$ cat src/rtl/if_fetch_unit.sv
// rtl/if_fetch_unit.sv - instruction fetch unit with 1-entry skid and redirect handling
module if_fetch_unit #(
   parameter logic [31:0] RESET_PC = 32'h0000_0000
) (
   input  logic        clk,
   input  logic        rst,
   input  logic        freeze,
   input  logic        pc_src,
   input  logic [31:0] branch_target,
   output logic        imem_req,
   output logic [31:0] imem_addr,
   input  logic        imem_ready,
   input  logic [31:0] imem_rdata,
   output logic [31:0] instruction,
   output logic [31:0] pc_plus_4,
   output logic        inst_valid,
   output logic        if_flush
);

   typedef enum logic [1:0] {BOOT, FETCH, STALL} state_t;

   state_t      state, state_n;
   logic [31:0] pc, pc_n;
   logic [31:0] instruction_n, pc_plus_4_n;
   logic        inst_valid_n;
   logic [31:0] skid_word, skid_word_n;
   logic [31:0] skid_pc4, skid_pc4_n;
   logic        skid_valid, skid_valid_n;
   logic [31:0] pend_target, pend_target_n;
   logic        pend_valid, pend_valid_n;
   logic [31:0] pc_inc;
   logic        consume;

   // IF/ID slot is taken downstream only when live, not stalled and not being flushed
   assign consume  = inst_valid & ~freeze & ~pc_src;
   assign pc_inc   = pc + 32'd4;
   assign if_flush = pc_src;

   // state register
   always_ff @(posedge clk or posedge rst) begin
      if (rst) state <= BOOT;
      else     state <= state_n;
   end

   // datapath registers: pc, IF/ID slot, skid entry and pending redirect
   always_ff @(posedge clk or posedge rst) begin
      if (rst) begin
         pc          <= RESET_PC;
         instruction <= 32'd0;
         pc_plus_4   <= 32'd0;
         inst_valid  <= 1'b0;
         skid_word   <= 32'd0;
         skid_pc4    <= 32'd0;
         skid_valid  <= 1'b0;
         pend_target <= 32'd0;
         pend_valid  <= 1'b0;
      end else begin
         pc          <= pc_n;
         instruction <= instruction_n;
         pc_plus_4   <= pc_plus_4_n;
         inst_valid  <= inst_valid_n;
         skid_word   <= skid_word_n;
         skid_pc4    <= skid_pc4_n;
         skid_valid  <= skid_valid_n;
         pend_target <= pend_target_n;
         pend_valid  <= pend_valid_n;
      end
   end

   // next-state and memory request decode; pc only moves on completion so imem_addr holds
   always_comb begin
      state_n       = state;
      pc_n          = pc;
      instruction_n = instruction;
      pc_plus_4_n   = pc_plus_4;
      inst_valid_n  = inst_valid;
      skid_word_n   = skid_word;
      skid_pc4_n    = skid_pc4;
      skid_valid_n  = skid_valid;
      pend_target_n = pend_target;
      pend_valid_n  = pend_valid;
      imem_req      = 1'b0;
      imem_addr     = pc;
      case (state)
         BOOT: begin
            state_n = FETCH;
            if (pc_src) begin
               pc_n         = branch_target;
               skid_valid_n = 1'b0;
               inst_valid_n = 1'b0;
               pend_valid_n = 1'b0;
            end
         end
         FETCH: begin
            imem_req = 1'b1;
            if (imem_ready) begin
               if (pc_src || pend_valid) begin
                  // the returning word belongs to the wrong path and is dropped
                  pc_n         = pc_src ? branch_target : pend_target;
                  pend_valid_n = 1'b0;
                  inst_valid_n = 1'b0;
               end else if (!inst_valid || consume) begin
                  instruction_n = imem_rdata;
                  pc_plus_4_n   = pc_inc;
                  inst_valid_n  = 1'b1;
                  pc_n          = pc_inc;
               end else begin
                  skid_word_n  = imem_rdata;
                  skid_pc4_n   = pc_inc;
                  skid_valid_n = 1'b1;
                  pc_n         = pc_inc;
                  state_n      = STALL;
               end
            end else if (pc_src) begin
               // request in flight: remember the target until the memory completes
               pend_valid_n  = 1'b1;
               pend_target_n = branch_target;
               inst_valid_n  = 1'b0;
            end else if (consume) begin
               inst_valid_n = 1'b0;
            end
         end
         STALL: begin
            if (pc_src) begin
               pc_n         = branch_target;
               skid_valid_n = 1'b0;
               inst_valid_n = 1'b0;
               state_n      = FETCH;
            end else if (consume) begin
               instruction_n = skid_word;
               pc_plus_4_n   = skid_pc4;
               inst_valid_n  = skid_valid;
               skid_valid_n  = 1'b0;
               state_n       = FETCH;
            end
         end
         default: state_n = BOOT;
      endcase
   end

endmodule

$ cat config.mk
export PLATFORM = sky130hd
export DESIGN_NAME = if_fetch_unit
export DESIGN_NICKNAME = d
export VERILOG_FILES = /design/src/rtl/if_fetch_unit.sv
export SDC_FILE = /design/constraint.sdc
export NUM_CORES = 1
export LEC_CHECK = 0
export CORE_ASPECT_RATIO = 0.5
export CORE_MARGIN = 4
export CORE_UTILIZATION = 35
export CTS_BUF_LIST = sky130_fd_sc_hd__clkbuf_16
export DETAILED_ROUTE_END_ITERATION = 10
export PLACE_DENSITY = 0.56
export SLEW_MARGIN = 20
export SYNTH_ARGS = -nofsm -noshare
export SYNTH_HDL_FRONTEND = slang
export SYNTH_SLANG_ARGS = --single-unit
$ cat constraint.sdc
create_clock -name clk -period 14.6 [get_ports clk]
set_input_delay 1.46 -clock clk [delete_from_list [all_inputs] [get_ports clk]]
set_output_delay 1.46 -clock clk [all_outputs]
set_load 0.02 [all_outputs]
Word level (Yosys, flattened, before mapping)
Cells that the tools add are included.

operators by class
  $add $sub $neg = 1
  eq/ne operators = 15
  muxes and demuxes = 41
  bitwise gates (word level) = 7
  reductions and logical operators = 17

operators by type and width
  cell                   number
  $mux 32                14
  $pmux 32 s2            3
  $add 32x3->32 const B  1
  $mux 1                 15
  $ne 2x2->1 const B     7
  $reduce_and 4->1       3
  $reduce_and 6->1       2
  $mux 2                 5
  $ne 3x3->1 const B     3
  $ne 4x4->1 const B     2
  $pmux 1 s3             2
  $pmux 2 s3             1
  $reduce_bool 2->1      3
  $not 1->1              5
  $reduce_and 5->1       1
  $reduce_and 3->1       1
  $reduce_bool 3->1      1
  $and 1x1->1            2
  $eq 2x1->1 const B     1
  $eq 2x2->1 const B     1
  $logic_not 2->1        1
  $logic_or 1x1->1       2
  $ne 2x1->1 const B     1
  $pmux 1 s2             1
  other kinds (3)        3

word-level totals
  register bits = 197
  input bits = 69
  word-level logic and storage cells = 91

Longest topological paths before layout
  depth after elaboration = 8
  depth in mapped cells = 10

Worst setup path before layout
OpenSTA, ideal clock, no wires.

  kind = in2reg
  start = input freeze
  end = register pc_plus_4[22]
  library setup time = 0.126 ns
  arrival time = 2.987 ns
  path slack = 11.487 ns
  stages on the path = 8
  buffers on the path = 3
  path through = mux2_1 o32a_1 or2_1 buf_2 buf_2 buf_2 a21oi_1 nand3_1

on the way
  cells in the longest elaborated chain, start to end = 6
  elaborated cells on any way between the ends = 7
  classes of those cells = 2 x eq/ne; 3 x bitwise; 2 x reduce/logical

ends and longest elaborated chain
  element                         line  source
  from (decl)                     7     input logic freeze,
  $not 1->1 (*)                   35    assign consume = inst_valid & ~freeze & ~pc_src;
  $and 1x1->1 (*) (2 in series)   35
  $logic_or 1x1->1                102   end else if (!inst_valid || consume) begin
  $ne 2x2->1 (no line)            --
  $reduce_and 6->1 (no line) (*)  --
  to (signal assigned)            60    pc_plus_4 <= pc_plus_4_n;
  to (decl)                       15    output logic [31:0] pc_plus_4,

Every way passes the cells marked *; elsewhere a longest branch is shown, timed or not.
A chain may end at the register's enable or synchronous reset.

Final worst setup path
  start = input pc_src
  end = output if_flush

RTL lines
  element      line  source
  from (decl)  8     input logic pc_src,
  to (decl)    17    output logic if_flush

No word-level cell between the ends.

==> results.sh <==
export IMPL_layout_min_cycle_time_ns=4.60
export IMPL_min_delay_start="instruction[3]"
export IMPL_worst_pin_slew_ns=1.03
export IMPL_crit_top_cell="clkdlybuf4s50_1"
export IMPL_nets=1135
export IMPL_dieArea_sq_mm=0.0300
export IMPL_cp_top_family="buffers and inverters"
export IMPL_num_io_pins=168
export IMPL_grt_setup_unrepaired="no"
export IMPL_hold_buffers=0
export IMPL_timing_rr_end="imem_addr[22]"
export IMPL_synth_top_flop_cell="dfrtp_1"
export IMPL_track_usage_pct=17.9
export IMPL_antenna_found_initial=0
export IMPL_routedWlPerCell_microns=18.7
export IMPL_grt_pass1_vias=7276
export IMPL_hold_worst_slack_ns=0.479
export IMPL_r2r_start="state[0]"
export IMPL_hold_depth=2
export IMPL_routed_wl_microns=26600
export IMPL_synth_top_area_cell="dfrtp_1"
export IMPL_cp_slowest_cell="clkdlybuf4s50_1"
export IMPL_synth_ff_latch_count=197
export IMPL_maxCapViolCount=0
export IMPL_setup_tns_ns=0
export IMPL_yosys_area_top_type_share_pct=51.9
export IMPL_synth_area_leaders="dfrtp_1, mux2_2, o21ai_0"
export IMPL_synth_edf_count=0
export IMPL_synth_nets=1011
export IMPL_coreArea_sq_mm=0.0266
export IMPL_globalplace_congestion=0.843
export IMPL_viasPerCell=5.31
export IMPL_hold_path_end="instruction[3]"
export IMPL_clock_fmax_mhz=217
export IMPL_outcome="finished clean"
export IMPL_ctsResizeCount=0
export IMPL_antennaDiodeCount=0
export IMPL_yosysUniqueCellTypes=59
export IMPL_cts_tree="yes"
export IMPL_fill_cells=2490
export IMPL_critPathMaxStageDelay_ns=0.94
export IMPL_drtPass1Iterations=4
export IMPL_ir_drop_v=0.0000899
export IMPL_criticalPathCategory="in -> out"
export IMPL_syn_avg_cell_area_sq_um=10.1
export IMPL_required_ns=13.14
export IMPL_postSynth_asyncResetShare_pct=100
export IMPL_layout_commonest_cell="dfrtp_1"
export IMPL_crit_chain="clkdlybuf4s50_1, clkdlybuf4s50_1"
export IMPL_grt_ovfl_total=0
export IMPL_multi_input_area_sq_mm=0.00424
export IMPL_drive_gt1_share_pct=11.7
export IMPL_cts_buffers=17
export IMPL_post_place_ws_ns=9.87
export IMPL_yosysWarnings=0
export IMPL_drc=0
export IMPL_worstPathArrival_ns=3.14
export IMPL_maxSlewHeadroom_pct=31.1
export IMPL_row_count=42
export IMPL_min_period_over_period_pct=31.5
export IMPL_final_setup_worst_slack_ns=10.00
export IMPL_clkLatencyLatePin_ns=0.44
export IMPL_endpoint_kind="output pin"
export IMPL_cts_sinks=197
export IMPL_dr_total_vias=7579
export IMPL_portBuffers=167
export IMPL_drv_slew=0
export IMPL_seqCellArea_sq_mm=0.00493
export IMPL_hold_violations=0
export IMPL_utilization_pct=45.2
export IMPL_grt_pass1_wl_microns=42300
export IMPL_cp_start_kind="input port"
export IMPL_r2r_slack_ns=10.82
export IMPL_finalSetupViolations=0
export IMPL_cts_root_buf="clkbuf_16"
export IMPL_min_path_type="reg -> reg"
export IMPL_syn_cell_area_sq_mm=0.00950
export IMPL_dieWidth_microns=241
export IMPL_h_tree_depth=4
export IMPL_postSynthCellCount=937
export IMPL_ys_seq_area_share_pct=51.9
export IMPL_first_iter_violations=530
export IMPL_ctsLongestPathBuffers=2
export IMPL_clk_pin_slew_ns=0.07
export IMPL_worstPathMaxFanout=20
export IMPL_r2r_cells=8
export IMPL_areaGrowthSynthToFinish_pct=26.6
export IMPL_p_leak_nw=5.05
export IMPL_final_cell_mix="dfrtp_1, clkdlybuf4s50_1, nand2_1, o21ai_0, mux2_2"
export IMPL_ant_nets=0
export IMPL_cellPowerDensity_mw_per_mm2=202
export IMPL_postCtsSetupBuffers=0
export IMPL_place_hpwl_microns=17600
export IMPL_fin_skew_ns=0.00773
export IMPL_start_util_pct=35.7
export IMPL_grt_max_degree=145
export IMPL_die_h_microns=124
export IMPL_cp_num_buf_inv=2
cell type report:
cell class | count | share of cell area (%)
multi-input combinational | 654 | 35.3
clock buffer | 17 | 3.54
inverter | 14 | 0.541
tap | 352 | 3.66
clock inverter | 15 | 1.22
sequential | 197 | 41.0
timing repair buffer | 177 | 14.8
registers in the layout, indices dropped and copies added (netlist names):
signal       cells
imem_addr       32
instruction     32
pc_plus_4       32
pend_target     32
skid_pc4        32
skid_word       32
state            2
inst_valid       1
pend_valid       1
skid_valid       1
per-layer routing:
metal	up-vias	track usage [%]	routed length, microns
met5	-	0	0
met4	0	5.43	500
met3	25	3.41	1130
met2	176	27.2	11900
met1	3770	25.9	13100
li1	3608	-	-
synthesized netlist by cell type, types with 3 or more instances:
library cell,number
buf_2,11
and4_1,4
mux2_2,74
nand4_1,13
ha_1,5
a21o_1,3
dfrtp_1,197
or4_1,9
mux2i_1,39
o21ai_0,107
nor3_1,20
xnor2_1,12
a221oi_1,5
nor4_1,7
nand2_1,130
nand2b_1,4
xor2_1,12
a211oi_1,4
clkbuf_1,47
nand3_1,46
o31a_1,5
buf_1,7
a21oi_1,47
buf_4,4
o311ai_0,9
or3_1,4
o2bb2ai_1,3
o211ai_1,9
inv_1,13
and3_1,15
nor2_1,31
clkbuf_2,3
a31oi_1,3
metrics by stage:
step	power, W	instances	cell area, sq um
floorplan	0.00150	937	9500
global placement	0.00194	1392	11400
global route	0.00258	1426	12000
detailed placement	0.00197	1392	11400
CTS	0.00245	1424	12000
finish	0.00243	1426	12000
worst max path at each step:
stage	cells after the start	to	start
final	2	if_flush	pc_src
after global routing	2	if_flush	pc_src
after CTS	2	if_flush	pc_src
after detailed placement	6	imem_addr[22]	pc_src
after global placement	6	imem_addr[26]	pc_src
after floorplan	1	imem_addr[0]	rst
power breakdown:
part | internal, W | total (W) | switching [W]
logic | 0.000449 | 0.000995 | 0.000546
registers | 0.000764 | 0.000961 | 0.000196
clock network | 0.000265 | 0.000473 | 0.000208
total | 0.00148 | 0.00243 | 0.000950
logic make-up after synthesis:
group                    after synthesis  share of synthesized area (%)
XOR/XNOR                              24                           2.21
adder cells (fa/ha/maj)                5                          0.659
buffers and inverters                 86                           3.74
multiplexers                         114                           13.0
AND/OR/NAND/NOR                      297                           15.2
flip-flops                           197                           51.9
AO/OA/AOI/OAI                        214                           13.3
(Power assumes the default switching activity.)
